`config.mk`:
```
export PLATFORM = sky130hd
export DESIGN_NAME = ysyx_22050598_muldiv_unit_flat
export DESIGN_NICKNAME = d
export VERILOG_FILES = /design/src/rtl/ysyx_22050598_muldiv_unit_if.sv /design/src/rtl/ysyx_22050598_muldiv_unit.sv /design/src/flat_wrapper.sv
export SDC_FILE = /design/constraint.sdc
export NUM_CORES = 2
export LEC_CHECK = 0
export ABC_AREA = 0
export CAP_MARGIN = 25
export CORE_MARGIN = 2
export CORE_UTILIZATION = 30
export DETAILED_ROUTE_END_ITERATION = 7
export DONT_BUFFER_PORTS = 1
export PLACE_DENSITY = 0.51
export SKIP_LAST_GASP = 1
export SLEW_MARGIN = 20
export SYNTH_ARGS = -nofsm -noshare
export SYNTH_HDL_FRONTEND = slang
export SYNTH_SLANG_ARGS = --single-unit
```
`constraint.sdc`:
```
create_clock -name clk -period 6.4 [get_ports clk]
set_input_delay 0.64 -clock clk [delete_from_list [all_inputs] [get_ports clk]]
set_output_delay 0.64 -clock clk [all_outputs]
set_load 0.02 [all_outputs]
```
`src/rtl/ysyx_22050598_muldiv_unit_if.sv`:
```
`default_nettype none
// ============================================================================
// Module  : ysyx_22050598_muldiv_unit_if
// Brief   : EX-stage <-> M-extension unit handshake, op controls and result.
// Revision: 1.0 - initial release
// ============================================================================
interface ysyx_22050598_muldiv_unit_if;
    logic        flush;
    logic        in_valid;
    logic        in_ready;
    logic        is_mul;
    logic        is_div;
    logic        is_rem;
    logic        mul_high;
    logic        src1_signed;
    logic        src2_signed;
    logic        is_word;
    logic [63:0] src1;
    logic [63:0] src2;
    logic        out_valid;
    logic [63:0] result;

    modport master (
        output flush, in_valid, is_mul, is_div, is_rem, mul_high,
               src1_signed, src2_signed, is_word, src1, src2,
        input  in_ready, out_valid, result
    );

    modport slave (
        input  flush, in_valid, is_mul, is_div, is_rem, mul_high,
               src1_signed, src2_signed, is_word, src1, src2,
        output in_ready, out_valid, result
    );
endinterface
`default_nettype wire

```
`src/rtl/ysyx_22050598_muldiv_unit.sv`:
```
`default_nettype none
// ============================================================================
// Module  : ysyx_22050598_muldiv_unit
// Brief   : Iterative RV64M multiply/divide, one radix-2 step per cycle.
// Revision: 1.0 - initial release
// ============================================================================
module ysyx_22050598_muldiv_unit (
    input  wire logic                  clk,
    input  wire logic                  rst_n,
    ysyx_22050598_muldiv_unit_if.slave bus
);
    typedef enum logic [1:0] {
        S_IDLE = 2'd0,
        S_BUSY = 2'd1,
        S_DONE = 2'd2
    } state_t;

    localparam logic [6:0] c_iter_dw = 7'd64;
    localparam logic [6:0] c_iter_w  = 7'd32;

    state_t       r_state, w_state_nxt;
    logic [6:0]   r_cnt;
    logic         r_is_mul, r_is_rem, r_mul_high, r_is_word, r_neg, r_rneg;
    logic [127:0] r_acc, r_mcand;
    logic [63:0]  r_mplier, r_quot, r_rem, r_divisor, r_result;

    logic         w_op2_signed, w_s1, w_s2, w_div_zero, w_div_ovf, w_special, w_accept;
    logic [63:0]  w_op1_ext, w_op2_ext, w_mag1, w_mag2, w_dvd_res, w_special_res, w_min_neg;

    // Division takes the signedness of both operands from src1_signed.
    assign w_op2_signed  = bus.is_mul ? bus.src2_signed : bus.src1_signed;
    assign w_op1_ext     = bus.is_word ? {{32{bus.src1_signed & bus.src1[31]}}, bus.src1[31:0]} : bus.src1;
    assign w_op2_ext     = bus.is_word ? {{32{w_op2_signed & bus.src2[31]}}, bus.src2[31:0]} : bus.src2;
    assign w_s1          = bus.src1_signed & w_op1_ext[63];
    assign w_s2          = w_op2_signed & w_op2_ext[63];
    assign w_mag1        = w_s1 ? -w_op1_ext : w_op1_ext;
    assign w_mag2        = w_s2 ? -w_op2_ext : w_op2_ext;
    assign w_dvd_res     = bus.is_word ? {{32{bus.src1[31]}}, bus.src1[31:0]} : bus.src1;
    assign w_min_neg     = bus.is_word ? 64'hFFFF_FFFF_8000_0000 : 64'h8000_0000_0000_0000;
    assign w_div_zero    = ~bus.is_mul & (w_op2_ext == 64'd0);
    assign w_div_ovf     = ~bus.is_mul & bus.src1_signed & (w_op2_ext == {64{1'b1}}) & (w_op1_ext == w_min_neg);
    assign w_special     = w_div_zero | w_div_ovf;
    assign w_special_res = w_div_zero ? (bus.is_rem ? w_dvd_res : {64{1'b1}})
                                      : (bus.is_rem ? 64'd0 : w_dvd_res);
    assign w_accept      = (r_state == S_IDLE) & bus.in_valid & ~bus.flush;

    logic [127:0] w_acc_nxt, w_prod;
    logic [64:0]  w_rem_sh;
    logic         w_ge;
    logic [63:0]  w_rem_nxt, w_quot_nxt, w_q, w_r, w_raw, w_final;

    assign w_acc_nxt  = r_mplier[0] ? (r_acc + r_mcand) : r_acc;
    assign w_rem_sh   = {r_rem, r_quot[63]};
    assign w_ge       = (w_rem_sh >= {1'b0, r_divisor});
    assign w_rem_nxt  = w_ge ? (w_rem_sh[63:0] - r_divisor) : w_rem_sh[63:0];
    assign w_quot_nxt = {r_quot[62:0], w_ge};

    // Final result is formed from the last iteration's next values.
    assign w_prod  = r_neg ? -w_acc_nxt : w_acc_nxt;
    assign w_q     = r_neg ? -w_quot_nxt : w_quot_nxt;
    assign w_r     = r_rneg ? -w_rem_nxt : w_rem_nxt;
    assign w_raw   = r_is_mul ? ((r_mul_high & ~r_is_word) ? w_prod[127:64] : w_prod[63:0])
                              : (r_is_rem ? w_r : w_q);
    assign w_final = r_is_word ? {{32{w_raw[31]}}, w_raw[31:0]} : w_raw;

    always_ff @(posedge clk or negedge rst_n) begin
        if (!rst_n) begin
            r_state <= S_IDLE;
        end else begin
            r_state <= w_state_nxt;
        end
    end

    always_comb begin
        w_state_nxt = r_state;
        case (r_state)
            S_IDLE: begin
                if (w_accept) begin
                    w_state_nxt = w_special ? S_DONE : S_BUSY;
                end
            end
            S_BUSY: begin
                if (bus.flush) begin
                    w_state_nxt = S_IDLE;
                end else if (r_cnt == 7'd1) begin
                    w_state_nxt = S_DONE;
                end
            end
            S_DONE:  w_state_nxt = S_IDLE;
            default: w_state_nxt = S_IDLE;
        endcase
    end

    always_ff @(posedge clk or negedge rst_n) begin
        if (!rst_n) begin
            r_cnt      <= 7'd0;
            r_is_mul   <= 1'b0;
            r_is_rem   <= 1'b0;
            r_mul_high <= 1'b0;
            r_is_word  <= 1'b0;
            r_neg      <= 1'b0;
            r_rneg     <= 1'b0;
            r_acc      <= 128'd0;
            r_mcand    <= 128'd0;
            r_mplier   <= 64'd0;
            r_quot     <= 64'd0;
            r_rem      <= 64'd0;
            r_divisor  <= 64'd0;
            r_result   <= 64'd0;
        end else if (w_accept) begin
            r_cnt      <= w_special ? 7'd0 : (bus.is_word ? c_iter_w : c_iter_dw);
            r_is_mul   <= bus.is_mul;
            r_is_rem   <= bus.is_rem;
            r_mul_high <= bus.mul_high;
            r_is_word  <= bus.is_word;
            r_neg      <= w_s1 ^ w_s2;
            r_rneg     <= w_s1;
            r_acc      <= 128'd0;
            r_mcand    <= {64'd0, w_mag1};
            r_mplier   <= w_mag2;
            // Word dividends sit in the top half so 32 shifts consume them.
            r_quot     <= bus.is_word ? {w_mag1[31:0], 32'd0} : w_mag1;
            r_rem      <= 64'd0;
            r_divisor  <= w_mag2;
            if (w_special) begin
                r_result <= w_special_res;
            end
        end else if (r_state == S_BUSY) begin
            if (bus.flush) begin
                r_cnt <= 7'd0;
            end else begin
                r_cnt    <= r_cnt - 7'd1;
                r_acc    <= w_acc_nxt;
                r_mcand  <= {r_mcand[126:0], 1'b0};
                r_mplier <= {1'b0, r_mplier[63:1]};
                r_quot   <= w_quot_nxt;
                r_rem    <= w_rem_nxt;
                if (r_cnt == 7'd1) begin
                    r_result <= w_final;
                end
            end
        end
    end

    assign bus.in_ready  = (r_state == S_IDLE);
    assign bus.out_valid = (r_state == S_DONE);
    assign bus.result    = r_result;

endmodule
`default_nettype wire

```
`src/flat_wrapper.sv`:
```
// flat-port wrapper written by rule: the top's interface ports become plain ports
module ysyx_22050598_muldiv_unit_flat 
  (clk, rst_n, bus_flush, bus_in_valid, bus_is_mul, bus_is_div, bus_is_rem, bus_mul_high, bus_src1_signed, bus_src2_signed, bus_is_word, bus_src1, bus_src2, bus_in_ready, bus_out_valid, bus_result);
  ysyx_22050598_muldiv_unit_if bus_i ();
  input  wire logic clk;
  input  wire logic rst_n;
  input wire logic [$bits(bus_i.flush)-1:0] bus_flush;
  input wire logic [$bits(bus_i.in_valid)-1:0] bus_in_valid;
  input wire logic [$bits(bus_i.is_mul)-1:0] bus_is_mul;
  input wire logic [$bits(bus_i.is_div)-1:0] bus_is_div;
  input wire logic [$bits(bus_i.is_rem)-1:0] bus_is_rem;
  input wire logic [$bits(bus_i.mul_high)-1:0] bus_mul_high;
  input wire logic [$bits(bus_i.src1_signed)-1:0] bus_src1_signed;
  input wire logic [$bits(bus_i.src2_signed)-1:0] bus_src2_signed;
  input wire logic [$bits(bus_i.is_word)-1:0] bus_is_word;
  input wire logic [$bits(bus_i.src1)-1:0] bus_src1;
  input wire logic [$bits(bus_i.src2)-1:0] bus_src2;
  output wire logic [$bits(bus_i.in_ready)-1:0] bus_in_ready;
  output wire logic [$bits(bus_i.out_valid)-1:0] bus_out_valid;
  output wire logic [$bits(bus_i.result)-1:0] bus_result;
  assign bus_i.flush = bus_flush;
  assign bus_i.in_valid = bus_in_valid;
  assign bus_i.is_mul = bus_is_mul;
  assign bus_i.is_div = bus_is_div;
  assign bus_i.is_rem = bus_is_rem;
  assign bus_i.mul_high = bus_mul_high;
  assign bus_i.src1_signed = bus_src1_signed;
  assign bus_i.src2_signed = bus_src2_signed;
  assign bus_i.is_word = bus_is_word;
  assign bus_i.src1 = bus_src1;
  assign bus_i.src2 = bus_src2;
  assign bus_in_ready = bus_i.in_ready;
  assign bus_out_valid = bus_i.out_valid;
  assign bus_result = bus_i.result;
  ysyx_22050598_muldiv_unit u_core (.clk(clk), .rst_n(rst_n), .bus(bus_i));
endmodule
```
# [Yosys cells after proc, flatten, opt, wreduce, memory -nomap -nowiden]
# Cells that the tools add are included.
# W data, S select, Z words.
[word_totals] register_bits=591 latch_bits=0 ram_bits=0 rom_bits=0 inputBits=139 out_inout_bits=66 mem_count=0
[op_classes] n_addsub=8 mul=0 n_div=0 magnitude_cmp=1 n_eq_ne=9 shifts=0 mux=50 bitwise_logic=16 n_reduce_logical=7
[op_table] cell="$mux W64" n=30
[op_table] cell="$mux W128" n=8
[op_table] cell="$neg A64 Y64" n=4
[op_table] cell="$add A128 B128 Y128" n=1
[op_table] cell="$neg A128 Y128" n=1
[op_table] cell="$ge A65 B64 Y1" n=1
[op_table] cell="$eq A64 B64 Y1" n=1
[op_table] cell="$eq A64 B64 Y1 const B" n=1
[op_table] cell="$logic_not A64 Y1" n=1
[op_table] cell="$sub A64 B64 Y64" n=1
[op_table] cell="$mux W63" n=1
[op_table] cell="$mux W7" n=5
[op_table] cell="$and A1 B1 Y1" n=11
[op_table] cell="$mux W2" n=4
[op_table] cell="$eq A7 B1 Y1 const B" n=1
[op_table] cell="$sub A7 B1 Y7 const B" n=1
[op_table] cell="$ne A2 B1 Y1 const B" n=3
[op_table] cell="$pmux W2 S2" n=1
[op_table] cell="$reduce_and A2 Y1" n=2
[op_table] cell="$reduce_and A4 Y1" n=1
[op_table] cell="$reduce_bool A2 Y1" n=2
[op_table] cell="$ne A3 B2 Y1 const B" n=1
[op_table] cell="$not A1 Y1" n=3
[op_table] cell="$eq A2 B1 Y1 const B" n=1
[op_table] cell="other kinds (5)" n=5

# [Logic depth before layout (Yosys ltp)]
[depth] word_depth=11 ltp_mapped=29

# [Worst setup path before layout]
# No wires, ideal clock.
[synth_timing] path_kind="flip-flop to flip-flop" startpoint="register u_core.r_rem[53]" endpoint="register u_core.r_result[62], in the netlist u_core.bus.result[62]" setup_time_ns=0.101 arrival_time_ns=6.154 t_required_ns=6.299 setup_slack_ns=0.145 stages_incl_launch_ff=26 synth_period_minus_slack_ns=6.255 path_cell_list="dfrtp_1 -> ha_1 -> clkbuf_1 -> a21o_1 -> a21o_1 -> a221oi_1 -> nor3_1 -> nor3_1 -> nand2_1 -> inv_1 -> clkbuf_1 -> clkbuf_1 -> buf_1 -> buf_1 -> ha_1 -> nand2b_1 -> nor2_1 -> nand4_1 -> or2_2 -> or4_1 -> o21ai_0 -> xor2_1 -> a211o_1 -> a221oi_1 -> nand3_1 -> o32ai_1"
[synth_via] elab_chain_cells=11 word_cells_on_any_way=14 cone_classes="add/sub: 3; order compare: 1; mux: 10"
[synth_lines] item="from (decl)" line_no="ysyx_22050598_muldiv_unit.sv:25" text="logic [63:0] r_mplier, r_quot, r_rem, r_divisor, r_result;"
[synth_lines] item="from (signal assigned)" line_no="ysyx_22050598_muldiv_unit.sv:137" text="r_rem <= w_rem_nxt;"
[synth_lines] item="$sub A64 B64 Y64 or $ge A65 B64 Y1 (tied branches)" line_no="ysyx_22050598_muldiv_unit.sv:55, ysyx_22050598_muldiv_unit.sv:54"
[synth_lines] item="$mux W64" line_no="ysyx_22050598_muldiv_unit.sv:55" text="assign w_rem_nxt = w_ge ? (w_rem_sh[63:0] - r_divisor) : w_rem_sh[63:0];"
[synth_lines] item="$neg A64 Y64" line_no="ysyx_22050598_muldiv_unit.sv:61" text="assign w_r = r_rneg ? -w_rem_nxt : w_rem_nxt;"
[synth_lines] item="$mux W64" line_no="ysyx_22050598_muldiv_unit.sv:61"
[synth_lines] item="$mux W64 (*)" line_no="ysyx_22050598_muldiv_unit.sv:63" text=": (r_is_rem ? w_r : w_q);"
[synth_lines] item="$mux W64 (*)" line_no="ysyx_22050598_muldiv_unit.sv:62" text="assign w_raw = r_is_mul ? ((r_mul_high & ~r_is_word) ? w_prod[127:64] : w_prod[63:0])"
[synth_lines] item="$mux W64 (*)" line_no="ysyx_22050598_muldiv_unit.sv:64" text="assign w_final = r_is_word ? {{32{w_raw[31]}}, w_raw[31:0]} : w_raw;"
[synth_lines] item="$mux W64 (*)" line_no="ysyx_22050598_muldiv_unit.sv:138" text="if (r_cnt == 7'd1) begin"
[synth_lines] item="$mux W64 (*)" line_no="ysyx_22050598_muldiv_unit.sv:129" text="if (bus.flush) begin"
[synth_lines] item="$mux W64 (*)" line_no="ysyx_22050598_muldiv_unit.sv:128" text="end else if (r_state == S_BUSY) begin"
[synth_lines] item="$mux W64 (*)" line_no="ysyx_22050598_muldiv_unit.sv:110" text="end else if (w_accept) begin"
[synth_lines] item="to (signal assigned)" line_no="ysyx_22050598_muldiv_unit.sv:126" text="r_result <= w_special_res;"
[synth_lines] item="to (signal assigned)" line_no="ysyx_22050598_muldiv_unit.sv:139" text="r_result <= w_final;"
[synth_lines] item="to (decl)" line_no="ysyx_22050598_muldiv_unit.sv:25"
# Mark *: on every way between the ends. The rest lies on a longest branch, timed or not. The select of a mux whose other input is x is not followed.
# A chain may end at the register's enable or synchronous reset.

# [Worst setup path in the final report]
[layout_timing] startpoint="register u_core.r_mcand[56]" endpoint="register u_core.r_result[62], in the netlist u_core.bus.result[62]"
[layout_via] elab_chain_cells=11
[layout_lines] item="from (decl)" line_no="ysyx_22050598_muldiv_unit.sv:24" text="logic [127:0] r_acc, r_mcand;"
[layout_lines] item="from (signal assigned)" line_no="ysyx_22050598_muldiv_unit.sv:119" text="r_mcand <= {64'd0, w_mag1};"
[layout_lines] item="from (signal assigned)" line_no="ysyx_22050598_muldiv_unit.sv:134" text="r_mcand <= {r_mcand[126:0], 1'b0};"
[layout_lines] item="$add A128 B128 Y128 (*)" line_no="ysyx_22050598_muldiv_unit.sv:52" text="assign w_acc_nxt = r_mplier[0] ? (r_acc + r_mcand) : r_acc;"
[layout_lines] item="$mux W128 (*)" line_no="ysyx_22050598_muldiv_unit.sv:52"
[layout_lines] item="$neg A128 Y128" line_no="ysyx_22050598_muldiv_unit.sv:59" text="assign w_prod = r_neg ? -w_acc_nxt : w_acc_nxt;"
[layout_lines] item="$mux W128 (*)" line_no="ysyx_22050598_muldiv_unit.sv:59"
[layout_lines] item="$mux W64 (*) (2 in series)" line_no="ysyx_22050598_muldiv_unit.sv:62"
[layout_lines] item="$mux W64 (*)" line_no="ysyx_22050598_muldiv_unit.sv:64"
[layout_lines] item="$mux W64 (*)" line_no="ysyx_22050598_muldiv_unit.sv:138"
[layout_lines] item="$mux W64 (*)" line_no="ysyx_22050598_muldiv_unit.sv:129"
[layout_lines] item="$mux W64 (*)" line_no="ysyx_22050598_muldiv_unit.sv:128"
[layout_lines] item="$mux W64 (*)" line_no="ysyx_22050598_muldiv_unit.sv:110"
# Marks and branches as above.

==> metrics.cfg <==
[global_route]
grt_pass1_wl_mm = 469
grt_max_degree = 172
antenna_found_initial = 19
overflow = 0
grtUsageTotal = 0.337
grt_pass1_vias = 61500

[synth]
syn_nets = 8082
synth-main-ff-cell = dfrtp_1
yosys_warnings = 0
synth_seq_cells = 591
netlist_top_cells_area = dfrtp_1, nand2_1, o21ai_0
mappedNetlistArea_um2 = 56700
synth_top_area_cell = dfrtp_1
ys_async_sr_fraction = 1.00
synthCells = 7742
seq_area_frac_synth = 0.261
synth-edff-count = 0
synth_common_cells = nand2_1, o21ai_0, a21oi_1, nor2_1, dfrtp_1
yosysUniqueCellTypes = 113
avgSynthCellArea_um2 = 7.32
synth_most_common_cell = nand2_1
yosys.area.top_type_share = 0.261

[final_layout]
finish.instance_area_um2 = 66100
multi_input_comb_area_um2 = 39500
nets = 8271
num-fill-cells = 20200
seq_area_um2 = 14800
area_growth_pct = 16.6
drive_gt1_frac = 0.120
utilization = 0.352

[sta]
fin_skew_ns = 0.0778
rsz0062_at_grt = yes
hold_ws_ns = 0.0630
max_freq_ghz = 0.157
worst_pin_slew_ns = 1.31
hold_violations = 0
period_needed_ns = 6.36
setup_slack_ns = 0.0417
final.period_utilization = 0.993
setup_viol = 0
relSlewSlack = 0.128
slew_viol_final = 0

[clock_tree]
htreeDepth = 3
insertion_delay_ns = 0.81
cts_made_buffers = 84
cts_tree = yes
clockBufferDepth = 3
clock_sinks = 591
cts-root-buf = clkbuf_16
clkTransAtPathRegs_ns = 0.06

[pwr]
power_density_nw_per_um2 = 529
p_sw_mw = 19.3
power_frac_comb = 0.645
power.leakage_nw = 26.9
p_sw_frac = 0.551
p_int_mw = 15.7
pwr-share-seq = 0.206
peakVddDrop_v = 0.000288
pwr-share-clk = 0.149

[drt]
vias_per_cell = 6.30
dr.pass1.iters = 8
wire_per_inst_um = 31.9
first_iter_violations = 8123
antenna_left = 0
num_vias = 66200
drt_wl_total_mm = 336
drc = 2

[placement]
placed_area_um2 = 62700
pre_cts_ws_ns = 0.156
gp_congestion = 1.07
dp_hpwl_mm = 267
io_buffers = 0

[floorplan]
dieArea_um2 = 192000
start_util = 0.302
core_um2 = 188000
rows = 159
die_h_um = 439
die_width_um = 439
ioPinCount = 205

[critical_path]
cp.arrival_ns = 7.05
crit_fanout = 11
crit_required_ns = 7.09
crit_type = reg2reg
worstSetupEndpointType = flop
ff2ff_setup_slack_ns = 0.04
cp-start-kind = flop

[status]
status = finished, violations left
violations = design-rule violations

[run]
drv_cap = 0

[hold_path]
hp-class = in2reg

[worst paths after layout]
check | start | to | cells after the start
max reg2reg | u_core.r_mcand[56] | u_core.bus.result[62] | 16
min in group asynchronous | rst_n | u_core.bus.result[14] | 2
max in group asynchronous | rst_n | u_core.bus.result[50] | 4
max | u_core.r_mcand[56] | u_core.bus.result[62] | 16
min | bus_src1[0] | u_core.r_mcand[0] | 2
min reg2reg | u_core.r_divisor[28] | u_core.r_divisor[28] | 1
[critical path, stage by stage (launching register included)]
cell and delay, ns:
dfrtp_1 0.47, ha_1 0.53, a21oi_1 0.48, o21ai_0 0.27, a221oi_1 0.34, o21ai_0 0.19, buf_4 0.18, o21ai_0 0.69
nand3_1 0.38, xor2_1 0.30, mux2_2 0.40, or4_1 0.53, nand4b_1 0.41, o41ai_1 0.49, xor2_1 0.25, nor2_1 0.07
o32ai_1 0.26
[what timing repair did]
action,4_1_cts,5_1_grt
endpoints found under the setup margin,0,37
endpoints found under the hold margin,115,0
buffers inserted,0,2
gates resized for setup,0,44
hold buffers,5,0
[placed cells by master (no fill, tap or decap), types with 40 or more instances in the layout]
cell type,synthesis,layout
mux2i_1,134,134
buf_4,10,606
nor4_1,108,105
nor3_1,205,204
o21ai_0,718,716
ha_1,199,192
nor2b_1,52,50
nand2b_1,58,56
clkbuf_16,0,85
a22oi_1,87,86
a221oi_1,45,41
o211ai_1,76,76
dfrtp_1,591,586
nor2_1,641,636
a211oi_1,84,80
o21a_1,75,75
nand3_1,421,419
inv_1,159,157
o22ai_1,93,93
or4_1,64,63
a21o_1,101,100
and4_1,50,50
nand2_1,975,972
and3_1,88,87
a21oi_1,661,653
or2_2,41,41
or3_1,99,99
nand4_1,194,194
xnor2_1,174,174
a221o_1,46,46
and2_1,41,40
xor2_1,164,164
a31oi_1,88,87
o31ai_1,97,95
[stage by stage]
stage	power, mW	instances	TNS [ns]
after CTS	34.1	10500	0
after floorplan	19.4	7742	0
after global placement	28.5	10300	0
final	35.0	10500	0
after global routing	36.6	10500	-0.00540
after detailed placement	28.7	10300	0
[per-layer routing]
metal | part of all wire | vias up | global-route usage | routed length [µm]
met1 | 0.40 | 32600 | 0.419 | 133000
met5 | 0.00024 | - | 0 | 81
met3 | 0.075 | 783 | 0.0602 | 25300
met2 | 0.43 | 3399 | 0.510 | 145000
li1 | - | 29400 | - | -
met4 | 0.096 | 12 | 0.271 | 32300
[final cells by class]
cell class              instances  area share
diodes                         20    0.000757
well taps                    2495      0.0472
inverters                     162     0.00924
multi-input cells            6462       0.598
flip-flops and latches        591       0.224
clock inverters                47     0.00981
clock buffers                 109      0.0357
repair buffers                630      0.0754
[state kept, by name (all words and copies together), names as in the netlist]
name and count:
u_core.r_divisor 64, u_core.r_is_word 1, u_core.r_rem 64, u_core.r_acc 128, u_core.r_is_rem 1, u_core.r_quot 64, u_core.r_mul_high 1, u_core.r_mplier 64
u_core.bus.result 64, u_core.r_mcand 128, u_core.r_cnt 7, u_core.r_neg 1, u_core.r_is_mul 1, u_core.r_rneg 1, u_core.r_state 2
[cell families after synthesis]
kind of cell	after synthesis	synth area share
AO/OA/AOI/OAI	2624	0.296
multiplexers	162	0.0292
buffers and inverters	689	0.0482
AND/OR/NAND/NOR	3136	0.269
XOR/XNOR	338	0.0522
adder cells (fa/ha/maj)	202	0.0448
flip-flops	591	0.261
[power groups by stage]
stage | logic, mW | registers, mW | clock network, mW
finish | 22.6 | 7.22 | 5.21
global route | 23.9 | 7.26 | 5.41
CTS | 21.7 | 7.11 | 5.26
detailed placement | 21.6 | 7.16 | 0
global placement | 21.4 | 7.13 | 0
floorplan | 13.3 | 6.06 | 0
No activity file was read; power rests on OpenSTA's default activity.
